<file path="src/rtl/sa_out_fifo_bank_if.sv">
// Bundle of the flush, push, pop and status signals between the systolic
// array, the output FIFO bank and the data mover.
interface sa_out_fifo_bank_if #(
    parameter int FIFO_DATA_WIDTH = 8,
    parameter int PE_SIZE         = 16
);
    logic                               clr_i;
    logic [PE_SIZE-1:0]                 wen_i;
    logic [FIFO_DATA_WIDTH*PE_SIZE-1:0] wdata_i;
    logic [PE_SIZE-1:0]                 rden_i;
    logic [FIFO_DATA_WIDTH*PE_SIZE-1:0] rdata_o;
    logic [PE_SIZE-1:0]                 full_o;
    logic [PE_SIZE-1:0]                 empty_o;
    logic                               all_empty_o;
    logic                               row_ready_o;
    logic                               ovf_err_o;
    logic                               udf_err_o;

    modport master (
        output clr_i, wen_i, wdata_i, rden_i,
        input  rdata_o, full_o, empty_o, all_empty_o, row_ready_o, ovf_err_o, udf_err_o
    );

    modport slave (
        input  clr_i, wen_i, wdata_i, rden_i,
        output rdata_o, full_o, empty_o, all_empty_o, row_ready_o, ovf_err_o, udf_err_o
    );
endinterface

</file>
<file path="src/rtl/sa_out_fifo_bank.sv">
// Bank of independent first-word-fall-through FIFOs, one per systolic-array
// column, with sticky overflow/underflow flags and a synchronous flush.
module sa_out_fifo_bank #(
    parameter int FIFO_DATA_WIDTH = 8,
    parameter int PE_SIZE         = 16,
    parameter int FIFO_DEPTH      = 16
) (
    input  logic              clk,
    input  logic              rst_n,
    sa_out_fifo_bank_if.slave bus
);
    localparam int AW = $clog2(FIFO_DEPTH);
    localparam int W  = FIFO_DATA_WIDTH;
    localparam int LW = FIFO_DATA_WIDTH * PE_SIZE;
    localparam logic [AW:0] DEPTH_CNT = (AW+1)'(FIFO_DEPTH);
    localparam logic [AW:0] ROW_CNT   = (AW+1)'(PE_SIZE);

    logic [PE_SIZE-1:0] full;
    logic [PE_SIZE-1:0] empty;
    logic [PE_SIZE-1:0] ovf_hit;
    logic [PE_SIZE-1:0] udf_hit;
    logic [LW-1:0]      rdata;
    logic [AW:0]        lane0_cnt;
    logic               ovf_err;
    logic               udf_err;

    for (genvar i = 0; i < PE_SIZE; i++) begin : g_lane
        logic [W-1:0]  mem [FIFO_DEPTH];
        logic [AW-1:0] wptr;
        logic [AW-1:0] rptr;
        logic [AW:0]   cnt;
        logic [W-1:0]  wslice;
        logic          do_pop;
        logic          do_push;

        assign wslice   = bus.wdata_i[LW-1-i*W -: W];
        assign full[i]  = (cnt == DEPTH_CNT);
        assign empty[i] = (cnt == '0);

        // A full lane can still accept a push when a pop frees a slot on the same edge.
        assign do_pop     = bus.rden_i[i] && !empty[i];
        assign do_push    = bus.wen_i[i] && (!full[i] || do_pop);
        assign ovf_hit[i] = bus.wen_i[i] && full[i] && !do_pop;
        assign udf_hit[i] = bus.rden_i[i] && empty[i];

        assign rdata[LW-1-i*W -: W] = empty[i] ? '0 : mem[rptr];

        always_ff @(posedge clk or negedge rst_n) begin
            if (!rst_n) begin
                wptr <= '0;
                rptr <= '0;
                cnt  <= '0;
            end else if (bus.clr_i) begin
                wptr <= '0;
                rptr <= '0;
                cnt  <= '0;
            end else begin
                if (do_push) wptr <= wptr + 1'b1;
                if (do_pop)  rptr <= rptr + 1'b1;
                if (do_push && !do_pop)      cnt <= cnt + 1'b1;
                else if (!do_push && do_pop) cnt <= cnt - 1'b1;
            end
        end

        always_ff @(posedge clk) begin
            if (do_push && !bus.clr_i) mem[wptr] <= wslice;
        end

        if (i == 0) begin : g_lane0
            assign lane0_cnt = cnt;
        end
    end

    always_ff @(posedge clk or negedge rst_n) begin
        if (!rst_n) begin
            ovf_err <= 1'b0;
            udf_err <= 1'b0;
        end else if (bus.clr_i) begin
            ovf_err <= 1'b0;
            udf_err <= 1'b0;
        end else begin
            ovf_err <= ovf_err || (|ovf_hit);
            udf_err <= udf_err || (|udf_hit);
        end
    end

    assign bus.rdata_o     = rdata;
    assign bus.full_o      = full;
    assign bus.empty_o     = empty;
    assign bus.all_empty_o = &empty;
    assign bus.row_ready_o = (lane0_cnt >= ROW_CNT);
    assign bus.ovf_err_o   = ovf_err;
    assign bus.udf_err_o   = udf_err;
endmodule
</file>
<file path="src/flat_wrapper.sv">
// flat-port wrapper written by rule: the top's interface ports become plain ports
module sa_out_fifo_bank_flat 
#(
    parameter int FIFO_DATA_WIDTH = 8,
    parameter int PE_SIZE         = 16,
    parameter int FIFO_DEPTH      = 16
)
  (clk, rst_n, bus_clr_i, bus_wen_i, bus_wdata_i, bus_rden_i, bus_rdata_o, bus_full_o, bus_empty_o, bus_all_empty_o, bus_row_ready_o, bus_ovf_err_o, bus_udf_err_o);
  sa_out_fifo_bank_if #(.FIFO_DATA_WIDTH(FIFO_DATA_WIDTH), .PE_SIZE(PE_SIZE)) bus_i ();
  input  logic clk;
  input  logic rst_n;
  input wire logic [$bits(bus_i.clr_i)-1:0] bus_clr_i;
  input wire logic [$bits(bus_i.wen_i)-1:0] bus_wen_i;
  input wire logic [$bits(bus_i.wdata_i)-1:0] bus_wdata_i;
  input wire logic [$bits(bus_i.rden_i)-1:0] bus_rden_i;
  output wire logic [$bits(bus_i.rdata_o)-1:0] bus_rdata_o;
  output wire logic [$bits(bus_i.full_o)-1:0] bus_full_o;
  output wire logic [$bits(bus_i.empty_o)-1:0] bus_empty_o;
  output wire logic [$bits(bus_i.all_empty_o)-1:0] bus_all_empty_o;
  output wire logic [$bits(bus_i.row_ready_o)-1:0] bus_row_ready_o;
  output wire logic [$bits(bus_i.ovf_err_o)-1:0] bus_ovf_err_o;
  output wire logic [$bits(bus_i.udf_err_o)-1:0] bus_udf_err_o;
  assign bus_i.clr_i = bus_clr_i;
  assign bus_i.wen_i = bus_wen_i;
  assign bus_i.wdata_i = bus_wdata_i;
  assign bus_i.rden_i = bus_rden_i;
  assign bus_rdata_o = bus_i.rdata_o;
  assign bus_full_o = bus_i.full_o;
  assign bus_empty_o = bus_i.empty_o;
  assign bus_all_empty_o = bus_i.all_empty_o;
  assign bus_row_ready_o = bus_i.row_ready_o;
  assign bus_ovf_err_o = bus_i.ovf_err_o;
  assign bus_udf_err_o = bus_i.udf_err_o;
  sa_out_fifo_bank #(.FIFO_DATA_WIDTH(FIFO_DATA_WIDTH), .PE_SIZE(PE_SIZE), .FIFO_DEPTH(FIFO_DEPTH)) u_core (.clk(clk), .rst_n(rst_n), .bus(bus_i));
endmodule
</file>
<file path="config.mk">
export PLATFORM = sky130hd
export DESIGN_NAME = sa_out_fifo_bank_flat
export DESIGN_NICKNAME = d
export VERILOG_FILES = /design/src/rtl/sa_out_fifo_bank_if.sv /design/src/rtl/sa_out_fifo_bank.sv /design/src/flat_wrapper.sv
export SDC_FILE = /design/constraint.sdc
export NUM_CORES = 2
export LEC_CHECK = 0
export ABC_AREA = 0
export BUFFER_PORTS_ARGS = -buffer_cell sky130_fd_sc_hd__buf_4
export CAP_MARGIN = 20
export CORE_ASPECT_RATIO = 0.75
export CORE_MARGIN = 5
export CORE_UTILIZATION = 45
export CTS_BUF_LIST = sky130_fd_sc_hd__clkbuf_8
export DETAILED_ROUTE_END_ITERATION = 10
export SYNTH_ARGS = -nofsm -noshare
export SYNTH_HDL_FRONTEND = slang
export SYNTH_SLANG_ARGS = --single-unit
</file>
<file path="constraint.sdc">
create_clock -name clk -period 8.9 [get_ports clk]
set_input_delay 1.78 -clock clk [delete_from_list [all_inputs] [get_ports clk]]
set_output_delay 1.78 -clock clk [all_outputs]
set_load 0.01 [all_outputs]
</file>
======== Yosys cells after proc, flatten, opt, wreduce, memory -nomap -nowiden ========
Memories as Yosys holds them, arrays and structs flattened.
Cells that the tools add are included.
word-level totals
  flip-flop bits (word level) ............. 210
  memory bits (writable) .................. 2,048
  input bits .............................. 163
  output and inout bits ................... 164
  memories kept ........................... 16
cells by class
  add/subtract/negate cells ............... 64
  $lt $le $gt $ge ......................... 1
  eq/ne operators ......................... 16
  multiplexer cells ....................... 162
  reductions and logical operators ........ 278
memories
  memory                 words  bits a word  rd ports  clocked after memory_dff  write ports  line                    text
  u_core.g_lane[0].mem   16     8            1         0                         1            sa_out_fifo_bank.sv:28  logic [W-1:0] mem [FIFO_DEPTH];
  u_core.g_lane[10].mem  16     8            1         0                         1            sa_out_fifo_bank.sv:28
  u_core.g_lane[11].mem  16     8            1         0                         1            sa_out_fifo_bank.sv:28
  u_core.g_lane[12].mem  16     8            1         0                         1            sa_out_fifo_bank.sv:28
  u_core.g_lane[13].mem  16     8            1         0                         1            sa_out_fifo_bank.sv:28
  u_core.g_lane[14].mem  16     8            1         0                         1            sa_out_fifo_bank.sv:28
  10 more memories       -      -            -         -                         -            -
operators by type and width
  kind                                                      count
  two-way mux 4 bit                                         64
  two-way mux 5 bit                                         48
  adder 4 x 1 -> 4 bit, second input constant               32
  logical AND 1 bit                                         128
  two-way mux 8 bit                                         16
  adder 5 x 1 -> 5 bit, second input constant               16
  == test 5 bit, second input constant                      16
  logical NOT 5 bit                                         16
  subtractor 5 x 1 -> 5 bit, second input constant          16
  logical NOT 1 bit                                         65
  nonzero test 2 bit                                        32
  nonzero test 3 bit                                        16
  two-way mux 1 bit                                         34
  OR reduction 16 bit                                       2
  logical OR 1 bit                                          18
  AND reduction 16 bit                                      1
  greater-or-equal comparator 5 bit, second input constant  1

======== Longest topological paths before layout ========
  depth in word-level cells ............... 10
  gate-level depth with buffers ........... 11
  depth with buffers taken out ............ 9

======== Worst setup path after synthesis ========
Ideal clock, no wire load.
  path type ............................... input-to-reg
  start point ............................. in bus_wen_i[5]
  end point ............................... reg u_core.g_lane[5].cnt[4]
  arrival time ............................ 3,836 ps
  data required time ...................... 8,764 ps
  setup slack ............................. 4,928 ps
  cell stages on the path ................. 10
  path through ............................ clkbuf_1 -> o31a_1 -> clkbuf_1 -> nand2_1 -> fa_1 -> a21o_1 -> a21oi_1 -> nor3_1 -> a211oi_1 -> a21oi_1
on the way
  cells in the longest elaborated chain, start to end .. 4
ends and longest elaborated chain
  element                                                         line                                            text
  start: declaration                                              flat_wrapper.sv:13                              input wire logic [$bits(bus_i.wen_i)-1:0] bus_wen_i;
  logical AND 1 bit *                                             sa_out_fifo_bank.sv:42                          assign do_push = bus.wen_i[i] && (!full[i] || do_pop);
  logical AND 1 bit / logical NOT 1 bit (equally long branches)   sa_out_fifo_bank.sv:60, sa_out_fifo_bank.sv:61
  two-way mux 5 bit / logical AND 1 bit (equally long branches)   sa_out_fifo_bank.sv:60, sa_out_fifo_bank.sv:61
  two-way mux 5 bit / nonzero test 3 bit (equally long branches)  -
  end signal: assignment                                          sa_out_fifo_bank.sv:60                          if (do_push && !do_pop) cnt <= cnt + 1'b1;
  end signal: assignment                                          sa_out_fifo_bank.sv:61                          else if (!do_push && do_pop) cnt <= cnt - 1'b1;
  end: declaration                                                sa_out_fifo_bank.sv:31                          logic [AW:0] cnt;
Mark *: on every way between the ends. The rest lies on a longest branch, timed or not.
A chain may end at the register's enable or synchronous reset.

======== Final worst setup path ========
  start point ............................. reg u_core.g_lane[6].cnt[0]
  end point ............................... out bus_all_empty_o
on the way
  cells in the longest elaborated chain, start to end .. 2
ends and longest elaborated chain
  element                   line                    text
  start: declaration        sa_out_fifo_bank.sv:31
  start signal: assignment  sa_out_fifo_bank.sv:60
  start signal: assignment  sa_out_fifo_bank.sv:61
  logical NOT 5 bit         sa_out_fifo_bank.sv:38  assign empty[i] = (cnt == '0);
  AND reduction 16 bit      sa_out_fifo_bank.sv:90  assign bus.all_empty_o = &empty;
  end: declaration          flat_wrapper.sv:19      output wire logic [$bits(bus_i.all_empty_o)-1:0] bus_all_empty_o;
No other way between the ends.

==> key figures <==
Run status
  • Status: finished clean

Drt
  • Detailed Route Iter0 Violations: 4,010
  • Detailed Routing Iterations Pass 1: 5
  • Drc violations: 0
  • DRT antenna net count: 0
  • WL final: 207,000 microns
  • Vias: 45,800
  • Routed vias/inst: 5.52
  • Wire per inst: 24.9 microns

Global route
  • Largest net degree at the start of global routing: 105
  • Vias in the first global route: 47,000
  • Initial antenna violation count: 21
  • Total grt overflow: 0
  • Gr usage total: 19.1%
  • First-pass GRT wire length: 309,000 microns

CTS
  • Worst-path clk slew: 60 ps
  • Hold-fix buffers, CTS: 0
  • Post-CTS setup buffer count: 0
  • TritonCTS Buffers: 358
  • Clock Latency Late Sink: 920 ps
  • Cts repair resizes: 0
  • CTS tree: built
  • Root Buffer: clkbuf_8
  • Sink Count: 2,258
  • H-Tree Depth: 5
  • Buffer levels on the longest clock path: 4

Placed design
  • Port Buf Inserts: 326
  • Placed wire-length estimate: 135,000 microns
  • GP Congestion: 0.770
  • Placement Cell Area: 0.0980 sq mm

Worst setup path
  • Crit start category: flop
  • Slowest stage delay, CP: 820 ps
  • CP top delay family: simple AND/OR/NAND/NOR gates
  • Buffers & Inverters on Critical Path: 1
  • Slowest CP cell: nor2_2
  • Crit path DAT: 4190 ps
  • Critical path cell sequence: or4_1 > nor2_2 > nand4_1 > nor4_1 > and4_1 > buf_4
  • WS Path Type: flop to output pin
  • Worst Setup End Kind: output pin
  • Worst path required time: 7120 ps
  • Crit-path max FO: 11

Synth
  • Synth Instances: 4,784
  • Area contributors post-synth: edfxtp_1 (66%), mux4_2 (16%), dfrtp_1 (5.7%), nor2_1 (2.0%), ha_1 (1.9%)
  • Synthesis-stage register bit count: 2,258
  • Seq/Total Area, Yosys: 72.0%
  • Most frequent cells after synthesis: edfxtp_1 (2,048), mux4_2 (640), nor2_1 (482), dfrtp_1 (210), nor2b_1 (145)
  • Net Count, Synth: 5,107
  • Top-area cell type share of the netlist area: 66.4%
  • Mapped Area: 0.0927 sq mm
  • Prevailing post-synth register cell: edfxtp_1
  • Yosys warning count: 0
  • Asr flop ratio synth: 9.30%
  • Distinct cells, synth: 60
  • Post-synth EDFFs: 2,048
  • Most frequent cell after synthesis: edfxtp_1
  • Yosys top cell by area: edfxtp_1
  • Post-Syn Area per Cell: 19.4 sq um

Timing
  • Max-slew violation count: 0
  • RSZ-0062 raised after global routing: false
  • Final hold viol count: 0
  • Clock skew: 65.4 ps
  • Slew at the pin with the worst max-slew slack: 1110 ps
  • Final setup vio count: 0
  • Tmin final: 5970 ps
  • Setup TNS: 0 ps
  • Max Clock Freq: 0.167 GHz
  • WHS: 542 ps
  • Rel. slew slack: 25.7%
  • Period Utilization, post-route: 67.1%

Power and ir drop
  • P_leak: 0.0347 uW
  • Power Density: 258 mW/mm^2
  • Maximum vdd drop: 0.000159 V

Flow run
  • Max Cap Viol: 0

Floorplan
  • Die Area: 0.215 sq mm
  • Core Region: 0.205 sq mm
  • Num ports: 327
  • Initial Util: 45.2%
  • DIE HEIGHT: 403 microns
  • Width of the die: 534 microns
  • # rows: 144

Layout
  • Layout area overhead: 13.0%
  • Layout Nets: 5,617
  • Layout cells sized above 1: 27.9%
  • Finished Core Util: 51.0%
  • Fillcell total: 16,500
  • Final Cell Area: 0.105 sq mm

Hold path
  • Type of the tightest min-delay check: flop to flop
cells in the final DEF, fill, tap and decap left out, types with 40 or more instances in the layout:
cell type	n
a21oi_1	68
buf_4	391
clkbuf_8	375
clkinv_1	87
dfrtp_1	194
edfxtp_1	2048
ha_1	144
inv_1	202
mux4_2	640
nand2_1	135
nand3_1	48
nor2_1	478
nor2b_1	145
nor3_1	40
xnor2_1	74
xor2_1	54
state kept, by name (all words and copies together) (netlist names):
name                  flops
u_core.bus.ovf_err_o      1
u_core.bus.udf_err_o      1
u_core.g_lane.mem      2048
u_core.g_lane.wptr       64
u_core.g_lane.rptr       64
u_core.g_lane.cnt        80
metal layers:
layer	track usage [%]	up-vias	wire [microns]
met3	3.82	301	12800
met1	29.0	24000	95300
met5	0	-	48
met4	5.13	8	4590
met2	28.2	1321	93900
li1	-	20200	-
report_power, final:
part	switching (uW)	internal, uW
combinational	3420	3150
clock	4070	4160
sequential	332	11900
total	7820	19200
worst min-delay path: stages, from the launching register on:
cell and delay, ps:
dfrtp_2 360, xor2_1 70, nor2_1 70
worst paths after layout:
check / startpoint / end / slack (ps) / cells past startpoint
setup / recovery: u_core.g_lane[6].cnt[0]$_DFFE_PN0P_ / bus_all_empty_o / 2930 / 6
hold / removal: u_core.g_lane[0].rptr[0]$_DFFE_PN0P_ / u_core.g_lane[0].rptr[0]$_DFFE_PN0P_ / 540 / 2
setup reg to reg: u_core.g_lane[10].cnt[0]$_DFFE_PN0P_ / u_core.g_lane[10].cnt[4]$_DFFE_PN0P_ / 5000 / 9
hold reg to reg: u_core.g_lane[0].rptr[0]$_DFFE_PN0P_ / u_core.g_lane[0].rptr[0]$_DFFE_PN0P_ / 540 / 2
max in group asynchronous: rst_n / u_core.g_lane[12].rptr[0]$_DFFE_PN0P_ / 6740 / 2
min in group asynchronous: rst_n / u_core.g_lane[7].rptr[0]$_DFFE_PN0P_ / 750 / 1
final cells by class:
class	instances	area [sq um]	area share, %
clock inverters	278	1430	1.37
repair buffers	399	3060	2.92
flip-flops and latches	2258	66800	63.8
well taps	2701	3380	3.23
inverters	72	270	0.258
clock buffers	375	5160	4.93
diodes	11	27.5	0.0263
multi-input cells	2205	24600	23.5
metrics by stage:
step                worst slack (ps)  instances  total power (uW)
floorplan                       4930       4784             16700
global placement                3380       7631             19000
detailed placement              3330       7631             19100
CTS                             2300       8284             27400
global route                    2630       8295             28400
finish                          2930       8299             27000
cells by family (layout without fill, tap and decap cells):
kind of cell / count (synthesis) / in the layout / synth area share [%]
AND/OR/NAND/NOR: 1006 / 1006 / 5.14
adder cells (fa/ha/maj): 160 / 160 / 2.29
AO/OA/AOI/OAI: 201 / 201 / 1.49
flip-flops: 2258 / 2258 / 72.0
other: 0 / 11 / 0
multiplexers: 710 / 710 / 16.4
XOR/XNOR: 128 / 128 / 1.21
buffers and inverters: 321 / 1124 / 1.44
No activity file was read; power rests on OpenSTA's default activity.
